### src/rtl/vga_pattern_gen.sv
// VGA test-pattern generator: 2-stage pipeline from raster timing to registered sync/RGB.
// Optional white frame border when PATTERN_BORDER_EN is defined.
module vga_pattern_gen #(
    parameter int unsigned BAR_SPEED  = 4,
    parameter int unsigned CHECK_LOG2 = 5,
    parameter int unsigned BAR_WIDTH  = 16
) (
    input  logic       pixelClk,
    input  logic       reset,
    input  logic       hClk,
    input  logic       hVis,
    input  logic [9:0] xCor,
    input  logic       vClk,
    input  logic       vVis,
    input  logic [9:0] yCor,
    input  logic [1:0] modeSel,
    output logic       hSync,
    output logic       vSync,
    output logic [3:0] red,
    output logic [3:0] green,
    output logic [3:0] blue,
    output logic       frameStart,
    output logic [7:0] frameCount
);

    typedef enum logic [1:0] {
        MODE_BARS     = 2'd0,
        MODE_CHECKER  = 2'd1,
        MODE_GRADIENT = 2'd2,
        MODE_MOVING   = 2'd3
    } mode_t;

    mode_t       mode;
    logic [9:0]  bar_x;
    logic [9:0]  bar_next;
    logic [10:0] bar_sum;
    logic        frame_hit_in;

    logic        s1_hclk;
    logic        s1_vclk;
    logic        s1_vis;
    logic [9:0]  s1_x;
    logic        s1_frame_hit;
    logic        s1_ybit;
`ifdef PATTERN_BORDER_EN
    logic [9:0]  s1_y;
    assign s1_ybit = s1_y[CHECK_LOG2];
`else
    // Only the checker bit of yCor is consumed without the border feature.
    logic        s1_ychk;
    assign s1_ybit = s1_ychk;
`endif

    logic [11:0] pix_rgb;
    logic [2:0]  bar_idx;
    logic [3:0]  grey;

    assign frame_hit_in = (xCor == '0) && (yCor == '0);

    always_comb begin
        bar_sum  = {1'b0, bar_x} + 11'(BAR_SPEED);
        bar_next = (bar_sum >= 11'd640) ? 10'(bar_sum - 11'd640) : bar_sum[9:0];
    end

    always_ff @(posedge pixelClk) begin
        if (reset) begin
            s1_hclk      <= 1'b1;
            s1_vclk      <= 1'b1;
            s1_vis       <= 1'b0;
            s1_x         <= '0;
            s1_frame_hit <= 1'b0;
`ifdef PATTERN_BORDER_EN
            s1_y         <= '0;
`else
            s1_ychk      <= 1'b0;
`endif
            mode         <= MODE_BARS;
            bar_x        <= '0;
            frameCount   <= '0;
        end else begin
            s1_hclk      <= hClk;
            s1_vclk      <= vClk;
            s1_vis       <= hVis & vVis;
            s1_x         <= xCor;
            s1_frame_hit <= frame_hit_in;
`ifdef PATTERN_BORDER_EN
            s1_y         <= yCor;
`else
            s1_ychk      <= yCor[CHECK_LOG2];
`endif
            if (frame_hit_in) begin
                mode       <= mode_t'(modeSel);
                frameCount <= frameCount + 8'd1;
                if (mode_t'(modeSel) == MODE_MOVING)
                    bar_x <= bar_next;
            end
        end
    end

    // Bar and grey indices by threshold counting rather than division.
    always_comb begin
        bar_idx = '0;
        grey    = '0;
        for (int unsigned k = 1; k < 8; k++)
            if (32'(s1_x) >= 80 * k) bar_idx = bar_idx + 3'd1;
        for (int unsigned k = 1; k < 16; k++)
            if (32'(s1_x) >= 40 * k) grey = grey + 4'd1;
    end

    always_comb begin
        pix_rgb = '0;
        if (s1_vis) begin
            unique case (mode)
                MODE_BARS: begin
                    unique case (bar_idx)
                        3'd0:    pix_rgb = 12'hFFF;
                        3'd1:    pix_rgb = 12'hFF0;
                        3'd2:    pix_rgb = 12'h0FF;
                        3'd3:    pix_rgb = 12'h0F0;
                        3'd4:    pix_rgb = 12'hF0F;
                        3'd5:    pix_rgb = 12'hF00;
                        3'd6:    pix_rgb = 12'h00F;
                        default: pix_rgb = 12'h000;
                    endcase
                end
                MODE_CHECKER:
                    pix_rgb = (s1_x[CHECK_LOG2] ^ s1_ybit) ? 12'hFFF : 12'h000;
                MODE_GRADIENT:
                    pix_rgb = {grey, grey, grey};
                default: begin
                    if ({1'b0, s1_x} >= {1'b0, bar_x} &&
                        {1'b0, s1_x} < {1'b0, bar_x} + 11'(BAR_WIDTH))
                        pix_rgb = 12'hFFF;
                    else
                        pix_rgb = 12'h004;
                end
            endcase
`ifdef PATTERN_BORDER_EN
            if (s1_x == 10'd0 || s1_x == 10'd639 || s1_y == 10'd0 || s1_y == 10'd479)
                pix_rgb = 12'hFFF;
`endif
        end
    end

    always_ff @(posedge pixelClk) begin
        if (reset) begin
            hSync      <= 1'b1;
            vSync      <= 1'b1;
            red        <= '0;
            green      <= '0;
            blue       <= '0;
            frameStart <= 1'b0;
        end else begin
            hSync      <= s1_hclk;
            vSync      <= s1_vclk;
            red        <= pix_rgb[11:8];
            green      <= pix_rgb[7:4];
            blue       <= pix_rgb[3:0];
            frameStart <= s1_frame_hit;
        end
    end

endmodule
### config.mk
export PLATFORM = sky130hd
export DESIGN_NAME = vga_pattern_gen
export DESIGN_NICKNAME = d
export VERILOG_FILES = /design/src/rtl/vga_pattern_gen.sv
export SDC_FILE = /design/constraint.sdc
export NUM_CORES = 1
export LEC_CHECK = 0
export ABC_AREA = 1
export BUFFER_PORTS_ARGS = -buffer_cell sky130_fd_sc_hd__buf_2
export CORE_ASPECT_RATIO = 0.75
export CORE_MARGIN = 3
export CORE_UTILIZATION = 59
export CTS_CLUSTER_DIAMETER = 100
export CTS_CLUSTER_SIZE = 20
export DETAILED_ROUTE_END_ITERATION = 8
export MAX_ROUTING_LAYER = met4
export PLACE_DENSITY = 0.83
export SLEW_MARGIN = 25
export SYNTH_ARGS = -nofsm -noshare
export SYNTH_HDL_FRONTEND = slang
export SYNTH_SLANG_ARGS = --single-unit
### constraint.sdc
create_clock -name pixelClk -period 13.4 [get_ports pixelClk]
set_input_delay 2.68 -clock pixelClk [delete_from_list [all_inputs] [get_ports pixelClk]]
set_output_delay 2.68 -clock pixelClk [all_outputs]
set_load 0.02 [all_outputs]
## Word-level counts from Yosys, hierarchy flattened

Cells that the tools add are included.

| word-level totals | value |
|---|---|
| input port bits | 28 |
| bits in registers | 50 |

| operators by class | value |
|---|---|
| bitwise gates (word level) | 3 |
| equal/unequal tests | 9 |
| reduce and logical (&&, ||, !) cells | 8 |
| magnitude comparators | 18 |
| multiplexer cells | 27 |
| add/subtract/negate cells | 24 |

Operators by type and width:

| kind | number |
|---|---|
| $pmux W12 S7 | 1 |
| $ge A10 B9 Y1 const B | 6 |
| $add A4 B1 Y4 const B | 14 |
| $mux W4 | 14 |
| $pmux W12 S3 | 1 |
| $ge A10 B10 Y1 const B | 3 |
| $ge A10 B8 Y1 const B | 3 |
| $mux W12 | 2 |
| $ge A10 B7 Y1 const B | 2 |
| $logic_not A10 Y1 | 2 |
| $add A3 B1 Y3 const B | 6 |
| $mux W3 | 6 |
| $add A10 B3 Y11 const B | 1 |
| $add A10 B5 Y11 const B | 1 |
| $ge A11 B10 Y1 const B | 1 |
| $lt A10 B11 Y1 | 1 |
| $ge A10 B10 Y1 | 1 |
| $ge A10 B6 Y1 const B | 1 |
| $mux W10 | 1 |
| $sub A10 B10 Y10 const B | 1 |
| $eq A3 B3 Y1 const B | 3 |
| $add A8 B1 Y8 const B | 1 |
| $eq A3 B2 Y1 const B | 2 |
| $eq A2 B2 Y1 const B | 2 |
| 11 further kinds | 13 |

## Longest topological paths before layout

Gate-level depths: netlist of run 1.

| logic depth | value |
|---|---|
| word-level depth | 31 |
| depth in mapped cells | 53 |
| mapped depth without buffers | 52 |

## Least setup slack after synthesis of run 1

Ideal clock, no wire load.

| path | value |
|---|---|
| path kind | register -> register |
| start point | reg s1_x[9] |
| end point | reg blue[1] |
| arrival time | 6.929 ns |
| path buffers | 0 |
| setup slack | 6.362 ns |
| data required time | 13.291 ns |
| stages on the path, launching flop included | 47 |
| path through | dfxtp_1 inv_2 nand2_4 nor2_4 nand2_1 inv_1 ha_1 inv_1 nand3_2 nand2_4 nand2_1 nand2_1 inv_1 ha_1 or2_1 nand2_1 nor2_1 nand3b_1 [11 not listed] o21ai_1 ha_1 or2_2 nand2_1 xor2_1 o21ai_1 nor2_1 nor2_1 ha_1 or2_2 o21ai_1 inv_1 ha_1 or2_2 a31oi_1 nand3_1 nand2_1 inv_1 |

| on the way | value |
|---|---|
| longest elaborated chain between the ends | 31 |
| elaborated cells on any way between the ends | 70 |
| classes of those cells | 20 x add/sub; 17 x order compare; 6 x eq/ne; 25 x mux; 2 x reduce/logical |

Ends and longest elaborated chain:

| element | RTL line | text |
|---|---|---|
| start, declared | 42 | `logic [9:0] s1_x;` |
| start signal, assigned | 84 | `s1_x <= xCor;` |
| $ge A10 B6 Y1 | 107 | `if (32'(s1_x) >= 40 * k) grey = grey + 4'd1;` |
| $mux W1 | 107 |  |
| $add A4 B1 Y4 | 107 |  |
| $mux W4 | 107 |  |
| $add A4 B1 Y4 | 107 |  |
| $mux W4 | 107 |  |
| $add A4 B1 Y4 | 107 |  |
| $mux W4 | 107 |  |
| [15 not listed] | n/a |  |
| $mux W4 | 107 |  |
| $add A4 B1 Y4 | 107 |  |
| $mux W4 | 107 |  |
| $add A4 B1 Y4 | 107 |  |
| $mux W4 | 107 |  |
| $add A4 B1 Y4 | 107 |  |
| $mux W4 | 107 |  |
| $pmux W12 S3 * | 113 | `unique case (mode)` |
| end signal, assigned | 158 | `blue <= pix_rgb[3:0];` |
| end, declared | 21 | `output logic [3:0] blue,` |

Every way passes the cells marked *; elsewhere a longest branch is shown, timed or not.
A chain may end at the register's enable or synchronous reset.

## Worst setup path after layout of run 1

| path | value |
|---|---|
| start point | reg s1_x[9] |
| end point | reg green[1] |

| on the way | value |
|---|---|
| longest elaborated chain between the ends | 31 |
| elaborated cells on any way between the ends | 70 |
| classes of those cells | 20 x add/sub; 17 x order compare; 6 x eq/ne; 25 x mux; 2 x reduce/logical |

Ends and longest elaborated chain:

| element | RTL line | text |
|---|---|---|
| $ge A10 B6 Y1 | 107 |  |
| $mux W1 | 107 |  |
| $add A4 B1 Y4 | 107 |  |
| $mux W4 | 107 |  |
| $add A4 B1 Y4 | 107 |  |
| $mux W4 | 107 |  |
| $add A4 B1 Y4 | 107 |  |
| $mux W4 | 107 |  |
| [15 not listed] | n/a |  |
| $mux W4 | 107 |  |
| $add A4 B1 Y4 | 107 |  |
| $mux W4 | 107 |  |
| $add A4 B1 Y4 | 107 |  |
| $mux W4 | 107 |  |
| $add A4 B1 Y4 | 107 |  |
| $mux W4 | 107 |  |
| $pmux W12 S3 * | 113 |  |
| end signal, assigned | 157 | `green <= pix_rgb[7:4];` |
| end, declared | 20 | `output logic [3:0] green,` |

Marked as above.

==> results of run 1 <==
-- power by group through the flow --
stage	logic (mW)	clock network (mW)	registers (mW)
3_3_place_gp	0.221	0	0.153
2_1_floorplan	0.185	0	0.154
4_1_cts	0.230	0.0893	0.150
3_5_place_dp	0.229	0	0.153
6_report	0.232	0.0869	0.150
5_1_grt	0.274	0.0942	0.151
-- worst max-delay path: cells and delay by family, from the launching register on --
family / cells / cell delay (ns)
compound gates: 4 / 0.74
xor+xnor: 3 / 0.34
fa+ha+maj: 7 / 1.90
buf+inv: 6 / 0.54
flops: 1 / 0.53
simple gates: 26 / 3.76
-- state kept, by name (all words and copies together), names as in the netlist, 2 cells and up --
name and flops:
green 4, mode 2, frameCount 8, blue 4
red 4, bar_x 8, s1_x 10
-- through the flow --
stage	util	instances	area, um2	hold slack, ns
after floorplan	-	671	4230	0.3883
after detailed placement	0.6644	814	4582	0.4005
after global routing	0.6776	821	4673	0.4422
after global placement	0.6644	814	4582	0.3943
final	0.6776	821	4673	0.4192
after CTS	0.6776	821	4673	0.4233
-- cell families (layout without fill, tap and decap cells) --
| family | after synthesis | count (layout) | share of synthesized area |
|---|---|---|---|
| XOR/XNOR | 23 | 23 | 0.04762 |
| AO/OA/AOI/OAI | 71 | 71 | 0.09790 |
| flip-flops | 48 | 48 | 0.2272 |
| buffers and inverters | 132 | 184 | 0.1177 |
| AND/OR/NAND/NOR | 358 | 358 | 0.3943 |
| adder cells (fa/ha/maj) | 39 | 39 | 0.1154 |
-- metal layers --
| layer | global-route usage | up-vias |
|---|---|---|
| met1 | 0.3327 | 1885 |
| met3 | 0.03899 | 8 |
| li1 | - | 2237 |
| met5 | - | - |
| met2 | 0.4289 | 127 |
| met4 | 0.03851 | 0 |
-- worst paths after layout --
check | slack (ns) | endpoint | start
worst max-delay path | 5.48 | green[1] | s1_x[9]
worst min-delay path | 0.42 | hSync | s1_hclk
worst max register to register | 5.48 | green[1] | s1_x[9]
worst min register to register | 0.42 | hSync | s1_hclk
-- synthesized netlist by cell type, types with 6 or more instances --
library cell  number
nand4_1            9
inv_2              6
xnor2_1            6
ha_1              39
nor3_1             9
o21ai_0           21
dfxtp_1           48
a21oi_1           24
nand3_1           61
nand2_1          159
nor2_1            65
inv_1            119
nand3_2            9
xor2_1            17
nand2_2           16
or2_2             12
o31ai_1            6
-- layout make-up --
| cell class | instances | area (um2) | share of cell area |
|---|---|---|---|
| inverter | 127 | 476.7 | 0.1020 |
| clock inverter | 1 | 8.758 | 0.001874 |
| tap | 98 | 122.6 | 0.02624 |
| clock buffer | 6 | 82.58 | 0.01767 |
| sequential | 48 | 960.9 | 0.2056 |
| multi-input combinational | 491 | 2771 | 0.5930 |
| timing repair buffer | 50 | 250.2 | 0.05355 |
==> summary.txt, run 1 <==
Logic synthesis
  – Mapped Area: 0.004230 mm2
  – Post-synth top area share: 0.2272
  – Yosys warning count: 0
  – Sequential-to-total area share from yosys stat: 0.2272
  – Unique masters post-synth: 38
  – Syn_area_per_cell: 6.304 um2
  – Yosys reg bits: 48
  – Asr flop ratio synth: 0
  – Synth Flop Type: dfxtp_1
  – Post-synth EDFFs: 0
  – Syn Inst Count: 671
  – Synth area leaders: dfxtp_1 (23%), nand2_1 (14%), ha_1 (12%)
  – Net Count, Synth: 738
  – Post-synth top area cell: dfxtp_1

STA
  – Fmax: 126.3 MHz
  – Clock Skew: 0.01185 ns
  – Fin. Hold Viols: 0
  – Final worst slack: 5.484 ns
  – Final Max Tran Viols: 0
  – # setup viols final: 0
  – Fin crit share: 0.5908
  – Slew margin rel.: 0.4998
  – Unrepaired setup endpoints after global routing: false
  – Min cycle time layout: 7.916 ns
  – Sum Neg Setup Slack: 0 ns
  – Worst-Margin Slew: 0.7439 ns

Power
  – Total power: 0.4687 mW
  – Switch Pwr: 0.1968 mW
  – Pwr dens: 100.3 mW/mm2
  – Comb power frac: 0.494
  – Clock power share: 0.185
  – Max VDD drop: 0.05792 mV
  – Static leakage: 2.667 nW
  – Sw frac: 0.4198
  – Pint: 0.2719 mW
  – Reg power frac: 0.320

Worst hold path
  – Hold Path Depth: 1
  – Worst Hold Class: register to register

Setup path
  – Critical path class: register to register
  – Most used cell, CP: nand2_1
  – Cell count of the worst reg-to-reg path: 46
  – Worst path required time: 13.60 ns
  – Startpoint Class: register
  – CP Capture Type: register
  – Slowest stage delay, CP: 0.53 ns
  – Critical path peak fanout: 8
  – Crit path arrival time: 8.12 ns
  – Slowest CP cell: dfxtp_1

Global routing
  – Initial antenna violation count: 0
  – GRT Residual Overflow: 0
  – Gr usage total: 0.2540
  – Largest net degree at the start of global routing: 29
  – First-pass GRT wire length: 17.46 mm
  – Vias in the first global route: 4055

Drt
  – Pre-Repair DR Iteration Count: 7
  – Starting DRT DRC Count: 202
  – DR WL met2: 4.394 mm
  – Avg WL per Cell: 11.80 um
  – DR DRC count: 0
  – Post-route ant nets: 0
  – Max Used Layer: met4
  – DR vias/cell: 5.185
  – DRT met1 WL: 4.644 mm
  – Total Wirelength: 9.685 mm
  – Met3 wire length: 595 um
  – Vias: 4257

Placed design
  – Port bufs: 50
  – Hpwl dp: 7.948 mm
  – GP Congestion: 0.9063
  – Post-Place Worst Slack: 5.655 ns

Layout
  – Commonest non-fill, non-tap cell in the layout: nand2_1
  – Fin nets: 790
  – Commonest non-fill, non-tap cells in the layout: nand2_1 (159), inv_1 (119), nor2_1 (65), nand3_1 (61), buf_2 (50)
  – # fillers: 669
  – ANT cells: 0
  – Layout cells sized above 1: 0.1521
  – Syn-to-layout area delta: 10.47%

Clock network
  – Clock root cell: clkbuf_8
  – Clock tree buffer depth: 2
  – Post_cts resized: 0
  – CTS clk-pin slew, worst paths: 0.09 ns
  – # clock sinks: 48
  – Post-CTS setup buffer count: 0
  – CTS tree: done
  – Cts hold-fix bufs: 0
  – Cts bufs inserted: 5
  – Worst-skew pair later-pin latency: 0.29 ns
  – H-tree Lvls: 2

Floorplan
  – Die W: 103.8 um
  – Row count: 26
  – Die Area: 0.008232 mm2
  – Die Y: 79.33 um
  – Ports: 51
  – Core area: 0.006897 mm2
  – Initial Utilization: 0.6134

Flow run
  – Max Cap Viol: 0

Status
  – Outcome: completed
No activity file was read; power rests on OpenSTA's default activity.
==> run 2, diff against run 1 <==
--- a/config.mk
+++ b/config.mk
@@ -5,7 +5,7 @@
 export SDC_FILE = /design/constraint.sdc
 export NUM_CORES = 1
 export LEC_CHECK = 0
-export ABC_AREA = 1
+export ABC_AREA = 0
 export BUFFER_PORTS_ARGS = -buffer_cell sky130_fd_sc_hd__buf_2
 export CORE_ASPECT_RATIO = 0.75
 export CORE_MARGIN = 3
==> constraint.sdc (replaced) <==
create_clock -name pixelClk -period 7.5 [get_ports pixelClk]
set_input_delay 1.5 -clock pixelClk [delete_from_list [all_inputs] [get_ports pixelClk]]
set_output_delay 1.5 -clock pixelClk [all_outputs]
set_load 0.02 [all_outputs]
==> summary.txt, run 2 <==
Logic synthesis
  – Synth area leaders: dfxtp_1 (23%), ha_1 (12%), xnor2_1 (10%) (was dfxtp_1 (23%), nand2_1 (14%), ha_1 (12%))
  – Yosys reg bits: 48 (unchanged)
  – Synth Flop Type: dfxtp_1 (unchanged)
  – Unique masters post-synth: 65 (was 38)
  – Syn Inst Count: 513 (was 671)
  – Asr flop ratio synth: 0 (unchanged)
  – Yosys warning count: 0 (unchanged)
  – Top-count cell post-synth: nand2_1 (unchanged)
  – Syn_area_per_cell: 8.132 um2 (was 6.304 um2)
  – Net Count, Synth: 580 (was 738)
  – Post-synth top area share: 0.2304 (was 0.2272)
  – Post-synth top area cell: dfxtp_1 (unchanged)
  – Sequential-to-total area share from yosys stat: 0.2304 (was 0.2272)
  – Synth top cells by count: nand2_1 (52), nor2_1 (49), dfxtp_1 (48), xnor2_1 (48), ha_1 (39) (was nand2_1 (159), inv_1 (119), nor2_1 (65))
  – Post-synth EDFFs: 0 (unchanged)
  – Mapped Area: 0.004172 mm2 (was 0.004230 mm2)

Global routing
  – GR met2 Demand/Resource: 0.4456 (was 0.4289)
  – First-pass GRT wire length: 17.63 mm (was 17.46 mm)
  – Largest net degree at the start of global routing: 39 (was 29)
  – GR Util met1: 0.3562 (was 0.3327)
  – Vias in the first global route: 3814 (was 4055)
  – Busiest grt layer: met2 (unchanged)
  – GR Util met3: 0.03951 (was 0.03899)
  – Initial antenna violation count: 0 (unchanged)
  – GRT Residual Overflow: 0 (unchanged)
  – Gr usage total: 0.2722 (was 0.2540)

Layout
  – Max reg flops: 10 (unchanged)
  – Largest register by flop count: s1_x (unchanged)
  – Top Registers: s1_x: 10 flops, bar_x: 8 flops, frameCount: 8 flops (unchanged)
  – Final core occ: 0.7554 (was 0.6776)
  – Commonest non-fill, non-tap cells in the layout: buf_2 (50), nand2_1 (48), nor2_1 (46), xnor2_1 (45), dfxtp_1 (44) (was nand2_1 (159), inv_1 (119), nor2_1 (65), nand3_1 (61), buf_2 (50))
  – Syn-to-layout area delta: 18.96% (was 10.47%)
  – Layout cells sized above 1: 0.2561 (was 0.1521)
  – Commonest non-fill, non-tap cell in the layout: buf_2 (was nand2_1)
  – ANT cells: 0 (unchanged)
  – Fin cells: 659 (was 821)
  – Final std cell area, no fill: 0.004962 mm2 (was 0.004673 mm2)
  – Fin nets: 644 (was 790)

Clock network
  – H-tree Lvls: 2 (unchanged)
  – Clock tree buffer depth: 2 (unchanged)
  – Worst-skew pair later-pin latency: 0.30 ns (was 0.29 ns)
  – Cts bufs inserted: 5 (unchanged)
  – CTS clk-pin slew, worst paths: 0.09 ns (about the same)
  – CTS tree: done (unchanged)
  – # clock sinks: 48 (unchanged)
  – Clock root cell: clkbuf_8 (unchanged)
  – Cts hold-fix bufs: 0 (unchanged)

Setup path
  – Slowest CP cell: a222oi_1 (was dfxtp_1)
  – Startpoint Class: register (unchanged)
  – Crit path arrival time: 7.57 ns (was 8.12 ns)
  – CP Capture Type: register (unchanged)
  – Critical path class: register to register (unchanged)
  – Slowest stage delay, CP: 0.37 ns (was 0.53 ns)
  – Worst path required time: 7.68 ns (was 13.60 ns)
  – Critical path peak fanout: 4 (was 8)

Power
  – Total power: 1.118 mW (was 0.4687 mW)
  – Switch Pwr: 0.4545 mW (was 0.1968 mW)
  – Static leakage: 2.088 nW (was 2.667 nW)
  – Sw frac: 0.4066 (was 0.4198)
  – Clock power share: 0.146 (was 0.185)
  – Reg power frac: 0.238 (was 0.320)
  – Pwr dens: 225.3 mW/mm2 (was 100.3 mW/mm2)
  – Max VDD drop: 0.1517 mV (was 0.05792 mV)
  – Pint: 0.6634 mW (was 0.2719 mW)
  – Comb power frac: 0.616 (was 0.494)

Drt
  – DR vias/cell: 5.988 (was 5.185)
  – Starting DRT DRC Count: 210 (was 202)
  – DR DRC count: 0 (unchanged)
  – Avg WL per Cell: 15.99 um (was 11.80 um)
  – Post-route ant nets: 0 (unchanged)
  – Pre-Repair DR Iteration Count: 5 (was 7)
  – Vias: 3946 (was 4257)
  – Total Wirelength: 10.54 mm (was 9.685 mm)

STA
  – Final Max Tran Viols: 0 (unchanged)
  – Fin crit share: 0.9853 (was 0.5908)
  – Worst-Margin Slew: 0.6867 ns (was 0.7439 ns)
  – Fmax: 135.3 MHz (was 126.3 MHz)
  – # setup viols final: 0 (unchanged)
  – Min cycle time layout: 7.390 ns (was 7.916 ns)
  – Unrepaired setup endpoints after global routing: true (was false)
  – Slew margin rel.: 0.5405 (was 0.4998)
  – Fin. Hold Viols: 0 (unchanged)
  – Clock Skew: 0.008392 ns (was 0.01185 ns)

Floorplan
  – Row count: 25 (was 26)
  – Core area: 0.006569 mm2 (was 0.006897 mm2)
  – Die Y: 78.82 um (was 79.33 um)
  – Die W: 103.1 um (was 103.8 um)
  – Ports: 51 (unchanged)
  – Die Area: 0.008126 mm2 (was 0.008232 mm2)
  – Initial Utilization: 0.6350 (was 0.6134)

Placed design
  – Hpwl dp: 7.901 mm (was 7.948 mm)
  – # placed instances: 639 (was 814)
  – Placed Area: 0.004551 mm2 (was 0.004582 mm2)
  – GP Congestion: 0.8758 (was 0.9063)
  – Port bufs: 50 (unchanged)

Status
  – Outcome: completed (unchanged)

Flow run
  – Max Cap Viol: 0 (unchanged)

Worst hold path
  – Worst Hold Class: register to register (unchanged)
## run 2: worst max-delay path, delay by kind of cell, from the launching register on
| family | cells | cell delay [ns] |
|---|---|---|
| buf+inv | 3 | 0.33 |
| flops | 1 | 0.35 |
| compound gates | 15 | 2.36 |
| xor+xnor | 7 | 1.08 |
| fa+ha+maj | 7 | 1.83 |
| simple gates | 9 | 1.03 |
| mux | 1 | 0.28 |
## run 2: layout make-up
type	instances	area, um2
multi-input cells	419	3237
fillers	458	1607
flip-flops and latches	48	965.9
repair buffers	76	460.4
inverters	27	101.3
well taps	81	101.3
clock buffers	6	82.58
clock inverters	2	13.76
## run 2: worst paths after layout
path	cells past startpoint	start	to	slack, ns
worst max-delay path	42	s1_x[7]	blue[2]	0.11
worst min-delay path	1	s1_hclk	hSync	0.44
worst max register to register	42	s1_x[7]	blue[2]	0.11
worst min register to register	1	s1_hclk	hSync	0.44
## run 2: power groups by stage
stage          clock [mW]  combinational [mW]  sequential (mW)
6_report            0.163               0.689            0.266
3_3_place_gp            0               0.557            0.271
3_5_place_dp            0               0.576            0.271
2_1_floorplan           0               0.454            0.277
4_1_cts             0.165               0.622            0.266
5_1_grt             0.177               0.750            0.267
## run 2: repair_timing
action / CTS / global route
gates resized for setup: 15 / 36
buffers inserted: 6 / 6
pin swaps: 11 / 36
endpoints found under the setup margin: 9 / 9
## run 2: metrics by stage
stage          hold WS, ns  worst slack, ns  TNS, ns
3_5_place_dp        0.4061          -0.3670   -2.281
4_1_cts             0.4326        0.0002753        0
6_report            0.4394           0.1105        0
3_3_place_gp        0.3929           0.1343        0
2_1_floorplan       0.3895          0.02097        0
5_1_grt             0.4606          -0.3926   -2.778
## run 2: logic make-up after synthesis
logic type                 count (synthesis)  synth area share
AOI/OAI and AO/OA                        105            0.1677
xor gates and xnor gates                  74            0.1812
adders and majority gates                 39            0.1170
buffers and inverters                     46           0.04409
DFF                                       48            0.2304
muxes                                     13           0.03239
and+or+nand+nor                          188            0.2274
## run 2: metal layers
layer / vias up / part of all wire / wire length, um
li1: 1926 / - / -
met1: 1863 / 0.44 / 4663
met2: 131 / 0.49 / 5131
met3: 26 / 0.052 / 551
met4: 0 / 0.018 / 191
met5: - / 0 / 0
==> run 3, diff against run 2 <==
--- a/config.mk
+++ b/config.mk
@@ -14,7 +14,7 @@
 export CTS_CLUSTER_SIZE = 20
 export DETAILED_ROUTE_END_ITERATION = 8
 export MAX_ROUTING_LAYER = met4
-export PLACE_DENSITY = 0.83
+export PLACE_DENSITY_LB_ADDON = 0.25
 export SLEW_MARGIN = 25
 export SYNTH_ARGS = -nofsm -noshare
 export SYNTH_HDL_FRONTEND = slang
==> summary.txt, run 3 (synthesized netlist as in run 2, its figures left out) <==
Clock network
  – Worst-skew pair later-pin latency: 0.31 ns (was 0.30 ns)
  – Cts bufs inserted: 5 (unchanged)
  – Cts hold-fix bufs: 0 (unchanged)
  – H-tree Lvls: 2 (unchanged)
  – Clock root cell: clkbuf_8 (unchanged)
  – CTS tree: done (unchanged)
  – CTS clk-pin slew, worst paths: 0.09 ns (about the same)
  – # clock sinks: 48 (unchanged)
  – Clock tree buffer depth: 2 (unchanged)

Status
  – Outcome: completed (unchanged)

Placed design
  – Port bufs: 50 (unchanged)
  – Hpwl dp: 7.666 mm (was 7.901 mm)
  – # placed instances: 643 (was 639)
  – GP Congestion: 0.8573 (was 0.8758)
  – Post-Place Worst Slack: -0.2492 ns (was -0.3670 ns)

STA
  – Fin crit share: 0.9851 (was 0.9853)
  – Final worst slack: 0.1115 ns (was 0.1105 ns)
  – Fmax: 135.3 MHz (about the same)
  – Sum Neg Setup Slack: 0 ns (unchanged)
  – Worst-Margin Slew: 0.7662 ns (was 0.6867 ns)
  – Slew margin rel.: 0.4873 (was 0.5405)
  – Clock Skew: 0.007722 ns (was 0.008392 ns)
  – Fin. Hold Viols: 0 (unchanged)
  – Final Max Tran Viols: 0 (unchanged)
  – Min cycle time layout: 7.389 ns (was 7.390 ns)
  – Unrepaired setup endpoints after global routing: true (unchanged)
  – # setup viols final: 0 (unchanged)

Global routing
  – First-pass GRT wire length: 17.13 mm (was 17.63 mm)
  – Vias in the first global route: 3636 (was 3814)
  – Gr usage total: 0.2672 (was 0.2722)
  – GRT Residual Overflow: 0 (unchanged)
  – Initial antenna violation count: 0 (unchanged)
  – Largest net degree at the start of global routing: 39 (unchanged)

Setup path
  – Slowest stage delay, CP: 0.35 ns (was 0.37 ns)
  – Critical path peak fanout: 4 (unchanged)
  – Critical path class: register to register (unchanged)
  – Worst path required time: 7.68 ns (about the same)
  – R2R setup slack: 0.11 ns (about the same)
  – Startpoint Class: register (unchanged)
  – Slowest CP cell: dfxtp_2 (was a222oi_1)
  – CP Capture Type: register (unchanged)
  – Crit path arrival time: 7.57 ns (about the same)

Layout
  – Syn-to-layout area delta: 18.39% (was 18.96%)
  – ANT cells: 0 (unchanged)
  – Layout cells sized above 1: 0.2397 (was 0.2561)
  – Max reg flops: 10 (unchanged)
  – Largest register by flop count: s1_x (unchanged)
  – Sequential Area: 968.4 um2 (was 965.9 um2)
  – Fin cells: 661 (was 659)
  – Fin nets: 646 (was 644)
  – # fillers: 490 (was 458)
  – Top Registers: s1_x: 10 flops, bar_x: 8 flops, frameCount: 8 flops (unchanged)
  – Commonest non-fill, non-tap cells in the layout: nand2_1 (50), buf_2 (50), xnor2_1 (47), nor2_1 (46), dfxtp_1 (44) (was buf_2 (50), nand2_1 (48), nor2_1 (46), xnor2_1 (45), dfxtp_1 (44))
  – Area of the multi-input gates: 0.003169 mm2 (was 0.003237 mm2)

Floorplan
  – Initial Utilization: 0.6350 (unchanged)
  – Core area: 0.006569 mm2 (unchanged)
  – Die W: 103.1 um (unchanged)
  – Die Area: 0.008126 mm2 (unchanged)
  – Ports: 51 (unchanged)
  – Row count: 25 (unchanged)
  – Die Y: 78.82 um (unchanged)

Drt
  – Avg WL per Cell: 15.93 um (was 15.99 um)
  – Vias: 3906 (was 3946)
  – Starting DRT DRC Count: 188 (was 210)
  – DR DRC count: 0 (unchanged)
  – Post-route ant nets: 0 (unchanged)
  – Pre-Repair DR Iteration Count: 4 (was 5)
  – DR vias/cell: 5.909 (was 5.988)
  – Total Wirelength: 10.53 mm (was 10.54 mm)

Power
  – Max VDD drop: 0.1413 mV (was 0.1517 mV)
  – Pwr dens: 233.4 mW/mm2 (was 225.3 mW/mm2)
  – Static leakage: 2.094 nW (was 2.088 nW)

Worst hold path
  – Worst Hold Class: register to register (unchanged)

Flow run
  – Max Cap Viol: 0 (unchanged)
run 3: cell types whose count changed in the layout (fill, tap and decap cells not counted), sizes merged:
cell    delta
buf        +2
bufinv     +2
clkbuf     -1
clkinv     -1
run 3: final cells by class:
type | count | share of cell area
clock buffers | 5 | 0.01393
clock inverters | 3 | 0.01393
inverters | 27 | 0.02052
multi-input cells | 419 | 0.6418
flip-flops and latches | 48 | 0.1961
well taps | 81 | 0.02052
repair buffers | 78 | 0.09324
run 3: through the flow:
step | hold slack (ns) | instance area [um2] | power, mW | utilization
floorplan | 0.3895 | 4179 | 0.7303 | -
global placement | 0.3915 | 4581 | 0.8257 | 0.6973
detailed placement | 0.4042 | 4581 | 0.8429 | 0.6973
CTS | 0.4288 | 4750 | 1.080 | 0.7230
global route | 0.4349 | 4938 | 1.221 | 0.7518
finish | 0.4246 | 4938 | 1.153 | 0.7518
run 3: where the power goes:
part           switching [mW]  internal [mW]  total, mW
combinational           0.346          0.313      0.660
sequential            0.00392          0.262      0.266
clock                  0.0928          0.134      0.227
run 3: repair_timing:
item,CTS,global route
cloned,0,0
gates resized for setup,5,31
setup endpoints to repair,9,9
pin swaps,3,38
setup buffers,2,8
run 3: final timing paths:
path,cells after the start,to,start
max,44,blue[2],s1_x[8]
max reg2reg,44,blue[2],s1_x[8]
min reg2reg,1,vSync,s1_vclk
min,1,vSync,s1_vclk
run 3: critical path, delay by kind of cell, from the launching register on:
kind                       cells  cell delay, ns
DFF                            1            0.35
AOI/OAI and AO/OA             15            2.08
muxes                          1            0.29
adders and majority gates      8            2.03
and+or+nand+nor               10            0.97
buffers and inverters          2            0.27
xor gates and xnor gates       8            1.27
run 3: routing by layer:
metal / vias up / track usage / routed length (um)
li1: 1918 / - / -
met1: 1843 / 0.3741 / 4847
met2: 129 / 0.4078 / 4904
met3: 16 / 0.04126 / 662
met4: 0 / 0.05821 / 114
met5: - / - / 0
